===== src/rtl/maxplus_accum_if.sv =====
// Handshake bundle between the max-plus reducer, the running-max accumulator
// and the downstream consumer of finished output elements.
interface maxplus_accum_if #(
  parameter int W   = 16,
  parameter int K_W = 8
);
  logic           start;
  logic [W-1:0]   init;
  logic [K_W-1:0] len;
  logic           in_valid;
  logic           in_ready;
  logic [W-1:0]   in_data;
  logic [W-1:0]   acc_out;
  logic           out_valid;
  logic           out_ready;
  logic [W-1:0]   out_data;
  logic           busy;

  modport master (
    output start, init, len, in_valid, in_data, out_ready,
    input  in_ready, acc_out, out_valid, out_data, busy
  );

  modport slave (
    input  start, init, len, in_valid, in_data, out_ready,
    output in_ready, acc_out, out_valid, out_data, busy
  );
endinterface


===== src/rtl/maxplus_accum.sv =====
// Running-max accumulator behind the 5-input max reducer: folds one reduced
// k-step per beat, counts beats per tile and parks the result in a one-entry output register.
module maxplus_accum #(
  parameter int W   = 16,
  parameter int K_W = 8
) (
  input  logic             clk,
  input  logic             rst,
  maxplus_accum_if.slave   bus
);
  typedef enum logic [1:0] {IDLE, ACC, HOLD} state_t;

  state_t         state_reg, state_next;
  logic [W-1:0]   acc_reg, acc_next;
  logic [K_W-1:0] cnt_reg, cnt_next;
  logic [K_W-1:0] len_reg, len_next;
  logic [W-1:0]   out_data_reg, out_data_next;
  logic           out_valid_reg, out_valid_next;
  logic           out_free;

  always_ff @(posedge clk or posedge rst) begin
    if (rst) begin
      state_reg     <= IDLE;
      acc_reg       <= '0;
      cnt_reg       <= '0;
      len_reg       <= '0;
      out_data_reg  <= '0;
      out_valid_reg <= 1'b0;
    end else begin
      state_reg     <= state_next;
      acc_reg       <= acc_next;
      cnt_reg       <= cnt_next;
      len_reg       <= len_next;
      out_data_reg  <= out_data_next;
      out_valid_reg <= out_valid_next;
    end
  end

  assign out_free = !out_valid_reg || bus.out_ready;

  always_comb begin
    state_next     = state_reg;
    acc_next       = acc_reg;
    cnt_next       = cnt_reg;
    len_next       = len_reg;
    out_data_next  = out_data_reg;
    out_valid_next = out_valid_reg;

    // Drain first; a reload in HOLD on the same edge overrides it below.
    if (out_valid_reg && bus.out_ready) begin
      out_valid_next = 1'b0;
    end

    case (state_reg)
      IDLE: begin
        if (bus.start) begin
          acc_next   = bus.init;
          len_next   = bus.len;
          cnt_next   = '0;
          state_next = (bus.len == '0) ? HOLD : ACC;
        end
      end
      ACC: begin
        if (bus.in_valid) begin
          // Re-folding here keeps the result right even if the reducer's
          // accumulator operand is not tied to acc_out.
          acc_next = (bus.in_data >= acc_reg) ? bus.in_data : acc_reg;
          cnt_next = cnt_reg + K_W'(1);
          if (cnt_reg == len_reg - K_W'(1)) begin
            state_next = HOLD;
          end
        end
      end
      HOLD: begin
        if (out_free) begin
          out_data_next  = acc_reg;
          out_valid_next = 1'b1;
          state_next     = IDLE;
        end
      end
      default: begin
        state_next = IDLE;
      end
    endcase
  end

  assign bus.in_ready  = (state_reg == ACC);
  assign bus.busy      = (state_reg != IDLE);
  assign bus.acc_out   = acc_reg;
  assign bus.out_valid = out_valid_reg;
  assign bus.out_data  = out_data_reg;
endmodule


===== src/flat_wrapper.sv =====
// flat-port wrapper written by rule: the top's interface ports become plain ports
module maxplus_accum_flat 
#(
  parameter int W   = 16,
  parameter int K_W = 8
)
  (clk, rst, bus_start, bus_init, bus_len, bus_in_valid, bus_in_data, bus_out_ready, bus_in_ready, bus_acc_out, bus_out_valid, bus_out_data, bus_busy);
  maxplus_accum_if #(.W(W), .K_W(K_W)) bus_i ();
  input  logic clk;
  input  logic rst;
  input wire logic [$bits(bus_i.start)-1:0] bus_start;
  input wire logic [$bits(bus_i.init)-1:0] bus_init;
  input wire logic [$bits(bus_i.len)-1:0] bus_len;
  input wire logic [$bits(bus_i.in_valid)-1:0] bus_in_valid;
  input wire logic [$bits(bus_i.in_data)-1:0] bus_in_data;
  input wire logic [$bits(bus_i.out_ready)-1:0] bus_out_ready;
  output wire logic [$bits(bus_i.in_ready)-1:0] bus_in_ready;
  output wire logic [$bits(bus_i.acc_out)-1:0] bus_acc_out;
  output wire logic [$bits(bus_i.out_valid)-1:0] bus_out_valid;
  output wire logic [$bits(bus_i.out_data)-1:0] bus_out_data;
  output wire logic [$bits(bus_i.busy)-1:0] bus_busy;
  assign bus_i.start = bus_start;
  assign bus_i.init = bus_init;
  assign bus_i.len = bus_len;
  assign bus_i.in_valid = bus_in_valid;
  assign bus_i.in_data = bus_in_data;
  assign bus_i.out_ready = bus_out_ready;
  assign bus_in_ready = bus_i.in_ready;
  assign bus_acc_out = bus_i.acc_out;
  assign bus_out_valid = bus_i.out_valid;
  assign bus_out_data = bus_i.out_data;
  assign bus_busy = bus_i.busy;
  maxplus_accum #(.W(W), .K_W(K_W)) u_core (.clk(clk), .rst(rst), .bus(bus_i));
endmodule

===== config.mk =====
export PLATFORM = sky130hd
export DESIGN_NAME = maxplus_accum_flat
export DESIGN_NICKNAME = d
export VERILOG_FILES = /design/src/rtl/maxplus_accum_if.sv /design/src/rtl/maxplus_accum.sv /design/src/flat_wrapper.sv
export SDC_FILE = /design/constraint.sdc
export NUM_CORES = 1
export LEC_CHECK = 0
export ABC_AREA = 0
export BUFFER_PORTS_ARGS = -buffer_cell sky130_fd_sc_hd__buf_2
export CORE_MARGIN = 2
export CORE_UTILIZATION = 52
export CTS_CLUSTER_DIAMETER = 150
export DETAILED_ROUTE_END_ITERATION = 6
export PLACE_DENSITY = 0.77
export SKIP_CTS_REPAIR_TIMING = 1
export SLEW_MARGIN = 30
export SYNTH_ARGS = -nofsm -noshare
export SYNTH_HDL_FRONTEND = slang
export SYNTH_SLANG_ARGS = --single-unit

===== constraint.sdc =====
create_clock -name clk -period 2.6 [get_ports clk]
set_input_delay 0.78 -clock clk [delete_from_list [all_inputs] [get_ports clk]]
set_output_delay 0.78 -clock clk [all_outputs]
set_load 0.01 [all_outputs]

==> summary.txt, run 1 <==
STA
  – Hold Violations, Final: 0
  – Layout Skew: 0.003215 ns
  – Slew Viols, Final: 0
  – Final setup fails: 0
  – Slew @ Worst Pin: 0.5777 ns
  – Crit path time final: around 2.4 ns
  – Tcrit/Tclk final: 93.31%
  – Fin worst setup slack: 0.1739 ns
  – Max Clk Rate: 0.4122 GHz
  – RSZ-0062 raised after global routing: false
  – Slew margin rel.: 61.43%
  – Setup TNS Final: 0 ns

Pwr
  – VDD IR max: 0.4739 mV
  – Leak: 1.919 nW
  – PD cells: 978.6 mW/mm^2

GRT
  – Total grt overflow: 0
  – First-pass GRT wire length: just under 10000 um
  – Initial antenna violation count: 0
  – GRT Overall Usage: 20.36%
  – Number of global-route vias before repair: between 2000 and 2500
  – Largest net degree at the start of global routing: 28

Routing
  – Wirelength per Cell: 14.06 um
  – Drt pass-1 iters: 4
  – Vias: roughly 2100
  – Antenna-violating nets left: 0
  – Iter 0 DRT Violations: 78
  – Residual DRC: 0
  – Final wirelength: 5751 um
  – Vias/cell: 5.230

Worst setup path
  – Crit Path Category: input pin to register
  – CP peak stage delay: 0.33 ns
  – Startpoint Class: input pin
  – Crit-path cells: buf_2 > ha_1 > a211o_1 > a21oi_1 > o21ai_0 > a221oi_1 > buf_4 > o41ai_4 > buf_4 > mux2i_1
  – Largest fanout on the critical path: 7
  – Slowest stage cell, crit path: a221oi_1
  – Most used cell, CP: buf_4
  – Worst path required time: around 2.8 ns
  – Endpoint type of the worst setup path: register
  – CP arrival: roughly 2.6 ns

Yosys
  – Top FF cell, synth: dfrtp_1
  – Post-Synthesis Net Count: 311
  – Mapped Area: about 0.0028 mm^2
  – Asr flop ratio synth: 100.0%
  – Seq/Total Area, Yosys: 45.31%
  – Post-synth EDFFs: 0
  – Warnings from Yosys: 0
  – Mean Syn Cell Area: ~11 um^2
  – Mapped Cells: 248
  – Synth cell types: 39
  – Yosys reg bits: 51

Layout
  – Post-route design area: 0.003466 mm^2
  – Fill cells: 416
  – Inserted Diodes: 0
  – Area growth syn-to-layout: 23.06%
  – Layout cell share with drive strength beyond 1: 36.58%
  – Fin nets: 401
  – Utilization after layout: 67.01%

Clocking
  – Clock root buffer: clkbuf_8
  – Max Root-Sink Buffers: 2
  – H-Tree Level Count: 2
  – Worst-Skew Late Latency: 0.30 ns
  – TritonCTS clock tree: done
  – Clk slew on worst S/H paths: 0.09 ns
  – Sink Count: 51
  – TritonCTS buffer count: 5

Run
  – Max Cap Viol: 0

Floorplanning
  – Area of the die: 0.006021 mm^2
  – FP Rows: 26
  – Core Area: between 0.005 and 0.006 mm^2
  – Die Height: 77.60 um
  – Die X: 77.60 um
  – Initial Utilization: between 50 and 60%
  – Top Ports: 80

Placement
  – Port bufs: 79
  – Dpl hpwl: ~4500 um
  – Place WS: -0.1211 ns
  – Routability Congestion: between 0.8 and 0.9
  – Post-DP Area: approximately 0.0034 mm^2

Worst hold path
  – Hold WC Path Type: register to register

Status
  – Outcome: finished, final reports clean
==> routing by layer <==
metal  GRT usage (%)  vias to the layer above  share of wire, %
met2           33.97                       54                47
met4           7.143                        0               1.7
met5               0                        -                 0
met1           26.68                     1023                47
li1                -                     1051                 -
met3           3.605                       11               4.5
==> cell families (layout without fill, tap and decap cells) <==
group | Yosys count | count (layout) | synth area share, %
muxes | 54 | 54 | 20.35
xor gates and xnor gates | 18 | 18 | 5.597
AOI/OAI and AO/OA | 28 | 28 | 7.642
and+or+nand+nor | 51 | 51 | 9.107
adders and majority gates | 18 | 18 | 7.997
DFF | 51 | 51 | 45.31
buffers and inverters | 28 | 119 | 3.998
==> layout by cell type, fill, tap and decap left out, types with 2 or more instances in the layout <==
master | Yosys | final
nand4_1 | 6 | 6
mux2_2 | 22 | 22
and3_1 | 2 | 2
dfrtp_1 | 51 | 51
nor4_1 | 3 | 3
buf_2 | 0 | 79
nand2_1 | 12 | 12
a211oi_1 | 2 | 2
o21ai_0 | 6 | 6
a21o_1 | 2 | 2
buf_12 | 0 | 2
xnor2_1 | 7 | 7
ha_1 | 18 | 18
inv_2 | 1 | 2
o22ai_1 | 2 | 2
nor2_1 | 13 | 13
nor2b_1 | 2 | 2
nand2b_1 | 4 | 4
a32o_1 | 2 | 2
xor2_1 | 11 | 11
a21oi_1 | 6 | 6
buf_4 | 0 | 7
mux2i_1 | 31 | 31
nand3_1 | 4 | 4
inv_1 | 22 | 21
clkbuf_8 | 0 | 7
==> path summary, 6_finish.rpt <==
path                                                          from                                  to  slack, ns  depth (start not counted)
worst max-delay path                                bus_in_data[3]  u_core.bus.acc_out[11]$_DFFE_PP0P_       0.17                         10
worst min-delay path            u_core.bus.out_data[8]$_DFFE_PP0P_  u_core.bus.out_data[8]$_DFFE_PP0P_       0.51                          1
worst max register to register   u_core.bus.acc_out[3]$_DFFE_PP0P_  u_core.bus.acc_out[11]$_DFFE_PP0P_       0.30                         10
worst min register to register  u_core.bus.out_data[8]$_DFFE_PP0P_  u_core.bus.out_data[8]$_DFFE_PP0P_       0.51                          1
max in group asynchronous                                      rst  u_core.bus.acc_out[11]$_DFFE_PP0P_       1.54                          3
min in group asynchronous                                      rst  u_core.bus.out_data[3]$_DFFE_PP0P_       0.53                          2
==> Yosys cell counts (all sizes together) (3+ instances only) <==
cell type	instances	share of area (%)
xor2	11	3.4
dfrtp	51	45
o21ai	6	1.1
mux2i	31	11
mux2	23	9.3
a21oi	6	1.1
nand2b	4	0.89
nand3	4	0.71
nand2	12	1.6
inv	23	3.1
clkbuf	3	0.40
nor2	13	1.7
ha	18	8.0
nor4	3	0.67
xnor2	7	2.2
nand4	6	1.3
==> power breakdown <==
group          total (mW)  leakage, nW  switching [mW]  internal, mW
Sequential           1.31        0.647           0.252          1.06
Clock               0.501       0.0515           0.257         0.244
Combinational        1.58         1.22           0.792         0.785
Total                3.39         1.92            1.30          2.09
==> stage by stage <==
| step | std cells | power [mW] | hold slack [ns] |
|---|---|---|---|
| 2_1_floorplan | 248 | 2.399 | 0.5008 |
| 3_3_place_gp | 401 | 2.851 | 0.4842 |
| 3_5_place_dp | 401 | 2.900 | 0.4898 |
| 4_1_cts | 409 | 3.407 | 0.5106 |
| 5_1_grt | 409 | 3.648 | 0.5357 |
| 6_report | 409 | 3.391 | 0.5054 |
==> critical path: cells and delay by family <==
family | cells | cell delay (ns)
buf+inv | 3 | 0.51
mux | 1 | 0.13
compound gates | 5 | 0.90
fa+ha+maj | 1 | 0.28
==> cell type report <==
| type | count | area [um^2] | share of cell area (%) |
|---|---|---|---|
| inverter | 23 | 86.33 | 2.491 |
| timing repair buffer | 88 | 488.0 | 14.08 |
| sequential | 51 | 1276 | 36.82 |
| tap | 70 | 87.58 | 2.527 |
| multi-input combinational | 169 | 1428 | 41.19 |
| clock buffer | 8 | 100.1 | 2.888 |
Note: power is estimated with default switching activity, not from simulation.
==> run 2: changes to the inputs <==
--- a/config.mk
+++ b/config.mk
@@ -7,10 +7,10 @@
 export LEC_CHECK = 0
 export ABC_AREA = 0
 export BUFFER_PORTS_ARGS = -buffer_cell sky130_fd_sc_hd__buf_2
-export CORE_MARGIN = 2
 export CORE_UTILIZATION = 52
 export CTS_CLUSTER_DIAMETER = 150
 export DETAILED_ROUTE_END_ITERATION = 6
+export MAX_ROUTING_LAYER = met4
 export PLACE_DENSITY = 0.77
 export SKIP_CTS_REPAIR_TIMING = 1
 export SLEW_MARGIN = 30
==> summary.txt, run 2 (synthesis gave the netlist of run 1 again) <==
Status
  – Outcome: finished, final reports clean

Layout
  – Layout cell share with drive strength beyond 1: 36.39% (-0.19 points)
  – Fin nets: 402 (+0.25%)
  – Most frequent cells in the layout: 79 x buf_2, 51 x dfrtp_1, 31 x mux2i_1
  – Commonest non-fill, non-tap cell in the layout: buf_2
  – Area growth syn-to-layout: 22.35%
  – Fill cells: 416 (unchanged)
  – Inserted Diodes: 0 (unchanged)
  – Utilization after layout: 66.62% (-0.39 points)
  – Post-Layout Cell Count: 408 (-0.24%)

Placement
  – Dpl hpwl: 4563 um (+2.3%)
  – Place WS: -0.1056 ns (+0.01550 ns)
  – Routability Congestion: 0.7903 (-6.8%)
  – Port bufs: 79 (unchanged)
  – Placed insts: 402 (+0.25%)

STA
  – Slew Viols, Final: 0 (unchanged)
  – Hold Violations, Final: 0 (unchanged)
  – Crit path time final: 2.408 ns (-0.01849 ns)
  – Fin worst setup slack: 0.1924 ns (+0.01849 ns)
  – Layout Skew: 0.01034 ns (+0.007126 ns)
  – Tcrit/Tclk final: 92.60% (-0.71 points)
  – Slew margin rel.: 58.54% (-2.9 points)
  – Max Clk Rate: 0.4154 GHz (+0.77%)
  – RSZ-0062 raised after global routing: false
  – Setup TNS Final: 0 ns (unchanged)
  – Final setup fails: 0 (unchanged)
  – Slew @ Worst Pin: 0.6195 ns (+0.04188 ns)

Floorplanning
  – Initial Utilization: 54.45% (unchanged)
  – FP Rows: 26 (unchanged)
  – Area of the die: 0.005715 mm^2 (-5.1%)
  – Die Height: 75.60 um (-2.6%)
  – Core Area: 0.005172 mm^2 (unchanged)
  – Top Ports: 80 (unchanged)
  – Die X: 75.60 um (-2.6%)

Clocking
  – Sink Count: 51 (unchanged)
  – TritonCTS clock tree: done
  – Clk slew on worst S/H paths: 0.08 ns (about the same)
  – Worst-Skew Late Latency: 0.30 ns (about the same)
  – TritonCTS buffer count: 5 (unchanged)
  – H-Tree Level Count: 2 (unchanged)
  – Clock root buffer: clkbuf_8
  – Max Root-Sink Buffers: 2 (unchanged)

Worst hold path
  – Hold WC Path Type: register to register

Pwr
  – Leak: 1.909 nW (-0.48%)
  – PD cells: 966.7 mW/mm^2 (-1.2%)
  – Sequential power share: 39.5% (+0.8 points)
  – NetSw: 1.293 mW (-0.65%)
  – Clock share of power: 12.8% (-2.0 points)
  – P_int: 2.038 mW (-2.5%)
  – Comb power frac: 47.7% (+1.2 points)
  – Sw Share: 38.82% (+0.44 points)
  – VDD IR max: 0.4431 mV (-6.5%)

Routing
  – Wirelength per Cell: 14.18 um (+0.86%)
  – Final wirelength: 5786 um (+0.61%)
  – Antenna-violating nets left: 0 (unchanged)
  – Iter 0 DRT Violations: 57 (-27%)
  – Vias/cell: 5.272 (+0.81%)
  – Drt pass-1 iters: 4 (unchanged)
  – Vias: 2151 (+0.56%)
  – Residual DRC: 0 (unchanged)

GRT
  – Initial antenna violation count: 0 (unchanged)
  – Number of global-route vias before repair: 2132 (-2.3%)
  – GRT Overall Usage: 23.01% (+2.6 points)
  – Total grt overflow: 0 (unchanged)
  – Largest net degree at the start of global routing: 28 (unchanged)
  – First-pass GRT wire length: 9356 um (-5.1%)

Worst setup path
  – R2R setup slack: 0.31 ns (about the same)
  – Largest fanout on the critical path: 6 (-1)
  – Crit-path cells: buf_2 > ha_1 > a211o_1 > a21oi_1 > o21ai_0 > a221oi_1 > buf_4 > o41ai_4 > buf_4 > mux2i_1
  – Endpoint type of the worst setup path: register
  – CP arrival: 2.59 ns (-0.02 ns)
  – Most used cell, CP: buf_4
  – Slowest stage cell, crit path: a211o_1
  – CP peak stage delay: 0.30 ns (-0.03 ns)
  – Startpoint Class: input pin
  – Crit Path Category: input pin to register
  – Worst path required time: 2.78 ns (about the same)

Run
  – Max Cap Viol: 0 (unchanged)
## run 2: power by group through the flow
stage | combinational (mW) | sequential (mW) | clock [mW]
2_1_floorplan | 1.06 | 1.34 | 0
3_5_place_dp | 1.60 | 1.33 | 0
3_3_place_gp | 1.54 | 1.32 | 0
5_1_grt | 1.76 | 1.35 | 0.465
4_1_cts | 1.61 | 1.32 | 0.441
6_report | 1.59 | 1.32 | 0.427
## run 2: per-layer routing
metal / wire, um / track usage [%] / vias up / part of all wire (%)
met2: 2787 / 39.78 / 56 / 48
met1: 2652 / 26.84 / 1027 / 46
met5: 0 / - / - / 0
met4: 97 / 7.819 / 0 / 1.7
li1: - / - / 1060 / -
met3: 248 / 4.497 / 8 / 4.3
## run 2: final timing paths
path                                                    start                            endpoint  cells after the start
setup / recovery                               bus_in_data[3]  u_core.bus.acc_out[13]$_DFFE_PP0P_                     10
hold / removal             u_core.bus.out_data[3]$_DFFE_PP0P_  u_core.bus.out_data[3]$_DFFE_PP0P_                      1
setup reg to reg            u_core.bus.acc_out[3]$_DFFE_PP0P_  u_core.bus.acc_out[13]$_DFFE_PP0P_                     10
hold reg to reg            u_core.bus.out_data[3]$_DFFE_PP0P_  u_core.bus.out_data[3]$_DFFE_PP0P_                      1
max in group asynchronous                                 rst  u_core.bus.out_data[4]$_DFFE_PP0P_                      3
min in group asynchronous                                 rst       u_core.cnt_reg[1]$_DFFE_PP0P_                      2
## run 2: stage by stage
stage	hold slack, ns	cell area, um^2	power [mW]
global placement	0.4835	3373	2.857
global route	0.5238	3446	3.583
CTS	0.5144	3446	3.362
floorplan	0.5008	2816	2.399
detailed placement	0.4940	3373	2.926
finish	0.5079	3446	3.331
## run 2: layout make-up
cell class                      instances  area [um^2]  share of cell area (%)
Clock buffer                            6        72.57                   2.106
Inverter                               23        86.33                   2.505
Multi-Input combinational cell        169         1428                   41.43
Sequential cell                        51         1276                   37.04
Tap cell                               70        87.58                   2.542
Timing Repair Buffer                   89        495.5                   14.38
## run 2: critical path, delay by kind of cell
family | cells | cell delay [ns]
AOI/OAI and AO/OA | 5 | 0.91
adders and majority gates | 1 | 0.28
buffers and inverters | 3 | 0.50
muxes | 1 | 0.12
==> run 3: changes to the inputs <==
--- a/config.mk
+++ b/config.mk
@@ -10,7 +10,6 @@
 export CORE_UTILIZATION = 52
 export CTS_CLUSTER_DIAMETER = 150
 export DETAILED_ROUTE_END_ITERATION = 6
-export MAX_ROUTING_LAYER = met4
 export PLACE_DENSITY = 0.77
 export SKIP_CTS_REPAIR_TIMING = 1
 export SLEW_MARGIN = 30
==> summary.txt, run 3 (synthesis gave the netlist of run 1 again) <==
Worst hold path
  – Min-delay src: u_core.bus.out_data[3]$_DFFE_PP0P_
  – Hold Path Stages: 1 (unchanged)
  – Hold EP: u_core.bus.out_data[3]$_DFFE_PP0P_
  – Hold WC Path Type: register to register

STA
  – Setup TNS Final: 0 ns (unchanged)
  – Final Hold Slack: 0.5081 ns (+0.0001450 ns)
  – RSZ-0062 raised after global routing: false
  – Max Clk Rate: 0.4153 GHz (about the same)
  – Slew margin rel.: 58.17% (-0.38 points)
  – Layout Skew: 0.009393 ns (-0.0009477 ns)
  – Crit path time final: 2.408 ns (+0.0001030 ns)
  – Slew Viols, Final: 0 (unchanged)
  – Final setup fails: 0 (unchanged)
  – Hold Violations, Final: 0 (unchanged)
  – Slew @ Worst Pin: 0.6252 ns (+0.005665 ns)
  – Fin worst setup slack: 0.1923 ns (-0.0001030 ns)
  – Tcrit/Tclk final: 92.60% (about the same)

Floorplanning
  – Initial Utilization: 54.45% (unchanged)
  – Area of the die: 0.005715 mm^2 (unchanged)
  – Die Height: 75.60 um (unchanged)
  – FP Rows: 26 (unchanged)
  – Core Area: 0.005172 mm^2 (unchanged)
  – Top Ports: 80 (unchanged)
  – Die X: 75.60 um (unchanged)

Worst setup path
  – Startpoint Class: input pin
  – Reg2reg end: u_core.bus.acc_out[13]$_DFFE_PP0P_
  – Crit Path Category: input pin to register
  – Crit-path cells: buf_2 > ha_1 > a211o_1 > a21oi_1 > o21ai_0 > a221oi_1 > buf_4 > o41ai_4 > buf_4 > mux2i_1
  – Reg2reg path depth: 10 (unchanged)
  – Endpoint type of the worst setup path: register
  – Largest fanout on the critical path: 6 (unchanged)
  – Most used cell, CP: buf_4
  – CP Buf/Inv Count: 3 (unchanged)
  – CP peak stage delay: 0.30 ns (about the same)
  – FF-to-FF Start: u_core.bus.acc_out[3]$_DFFE_PP0P_
  – R2R setup slack: 0.32 ns (about the same)
  – CP arrival: 2.59 ns (about the same)
  – Top delay family on crit path: compound AO/OA/AOI/OAI gates
  – Slowest stage cell, crit path: a211o_1
  – Worst path required time: 2.78 ns (about the same)

Status
  – Outcome: finished, final reports clean

Layout
  – Inserted Diodes: 0 (unchanged)
  – Post-Layout Cell Count: 408 (unchanged)
  – Layout cell share with drive strength beyond 1: 36.39% (unchanged)
  – Area growth syn-to-layout: 22.35% (unchanged)
  – Most frequent cells in the layout: 79 x buf_2, 51 x dfrtp_1, 31 x mux2i_1
  – Commonest non-fill, non-tap cell in the layout: buf_2
  – Post-route design area: 0.003446 mm^2 (unchanged)
  – Fin nets: 402 (unchanged)
  – Utilization after layout: 66.62% (unchanged)

Placement
  – Dpl hpwl: 4563 um (unchanged)
  – Routability Congestion: 0.7796 (-1.4%)
  – Place WS: -0.1056 ns (unchanged)
  – Placed insts: 402 (unchanged)
  – Port bufs: 79 (unchanged)
  – Post-DP Area: 0.003373 mm^2 (unchanged)

Pwr
  – VDD IR max: 0.4430 mV (about the same)
  – PD cells: 965.6 mW/mm^2 (-0.11%)
  – Overall Power: 3.327 mW (-0.11%)
  – Leak: 1.909 nW (unchanged)

Routing
  – Residual DRC: 0 (unchanged)
  – Antenna-violating nets left: 0 (unchanged)
  – Final wirelength: 5796 um (+0.17%)
  – Vias: 2162 (+0.51%)
  – Wirelength per Cell: 14.21 um (+0.17%)
  – Drt pass-1 iters: 4 (unchanged)
  – Vias/cell: 5.299 (+0.51%)
  – Iter 0 DRT Violations: 80 (+40%)

Clocking
  – H-Tree Level Count: 2 (unchanged)
  – Worst-Skew Late Latency: 0.30 ns (about the same)
  – Clock root buffer: clkbuf_8
  – Sink Count: 51 (unchanged)
  – TritonCTS buffer count: 5 (unchanged)
  – Clk slew on worst S/H paths: 0.08 ns (about the same)
  – TritonCTS clock tree: done
  – Max Root-Sink Buffers: 2 (unchanged)

GRT
  – First-pass GRT wire length: 9363 um (about the same)
  – Largest net degree at the start of global routing: 28 (unchanged)
  – Number of global-route vias before repair: 2133 (+0.047%)
  – Total grt overflow: 0 (unchanged)
  – Initial antenna violation count: 0 (unchanged)
  – GRT Overall Usage: 22.34% (-0.68 points)

Run
  – Max Cap Viol: 0 (unchanged)
## run 3: cell counts in the layout (fill, tap and decap cells not counted)
No cell type changed its count.
## run 3: where the power goes
part | switching [mW] | internal (mW)
clock | 0.245 | 0.180
combinational | 0.792 | 0.796
sequential | 0.253 | 1.06
## run 3: final cells by class
cell class	instances	area [um^2]
inverter	23	86.33
clock buffer	6	72.57
sequential	51	1276
timing repair buffer	89	495.5
fill	416	1727
multi-input combinational	169	1428
tap	70	87.58
## run 3: layer usage
metal,GRT usage [%],part of all wire [%],vias up
met5,0,0,-
met4,7.819,1.6,0
met3,4.630,4.6,8
met2,39.68,48,57
met1,26.92,46,1037
li1,-,-,1060
## run 3: how the worst max path moves through the flow
stage | start | endpoint | slack [ns] | depth (start not counted)
finish | bus_in_data[3] | u_core.bus.acc_out[13]$_DFFE_PP0P_ | 0.19 | 10
global route | bus_in_data[3] | u_core.bus.acc_out[15]$_DFFE_PP0P_ | 0.08 | 10
CTS | bus_in_data[3] | u_core.bus.acc_out[13]$_DFFE_PP0P_ | 0.22 | 10
detailed placement | bus_in_data[3] | u_core.bus.acc_out[11]$_DFFE_PP0P_ | -0.11 | 10
global placement | bus_in_data[3] | u_core.bus.acc_out[13]$_DFFE_PP0P_ | -0.04 | 10
floorplan | bus_in_data[3] | u_core.bus.acc_out[0]$_DFFE_PP0P_ | 0.07 | 7
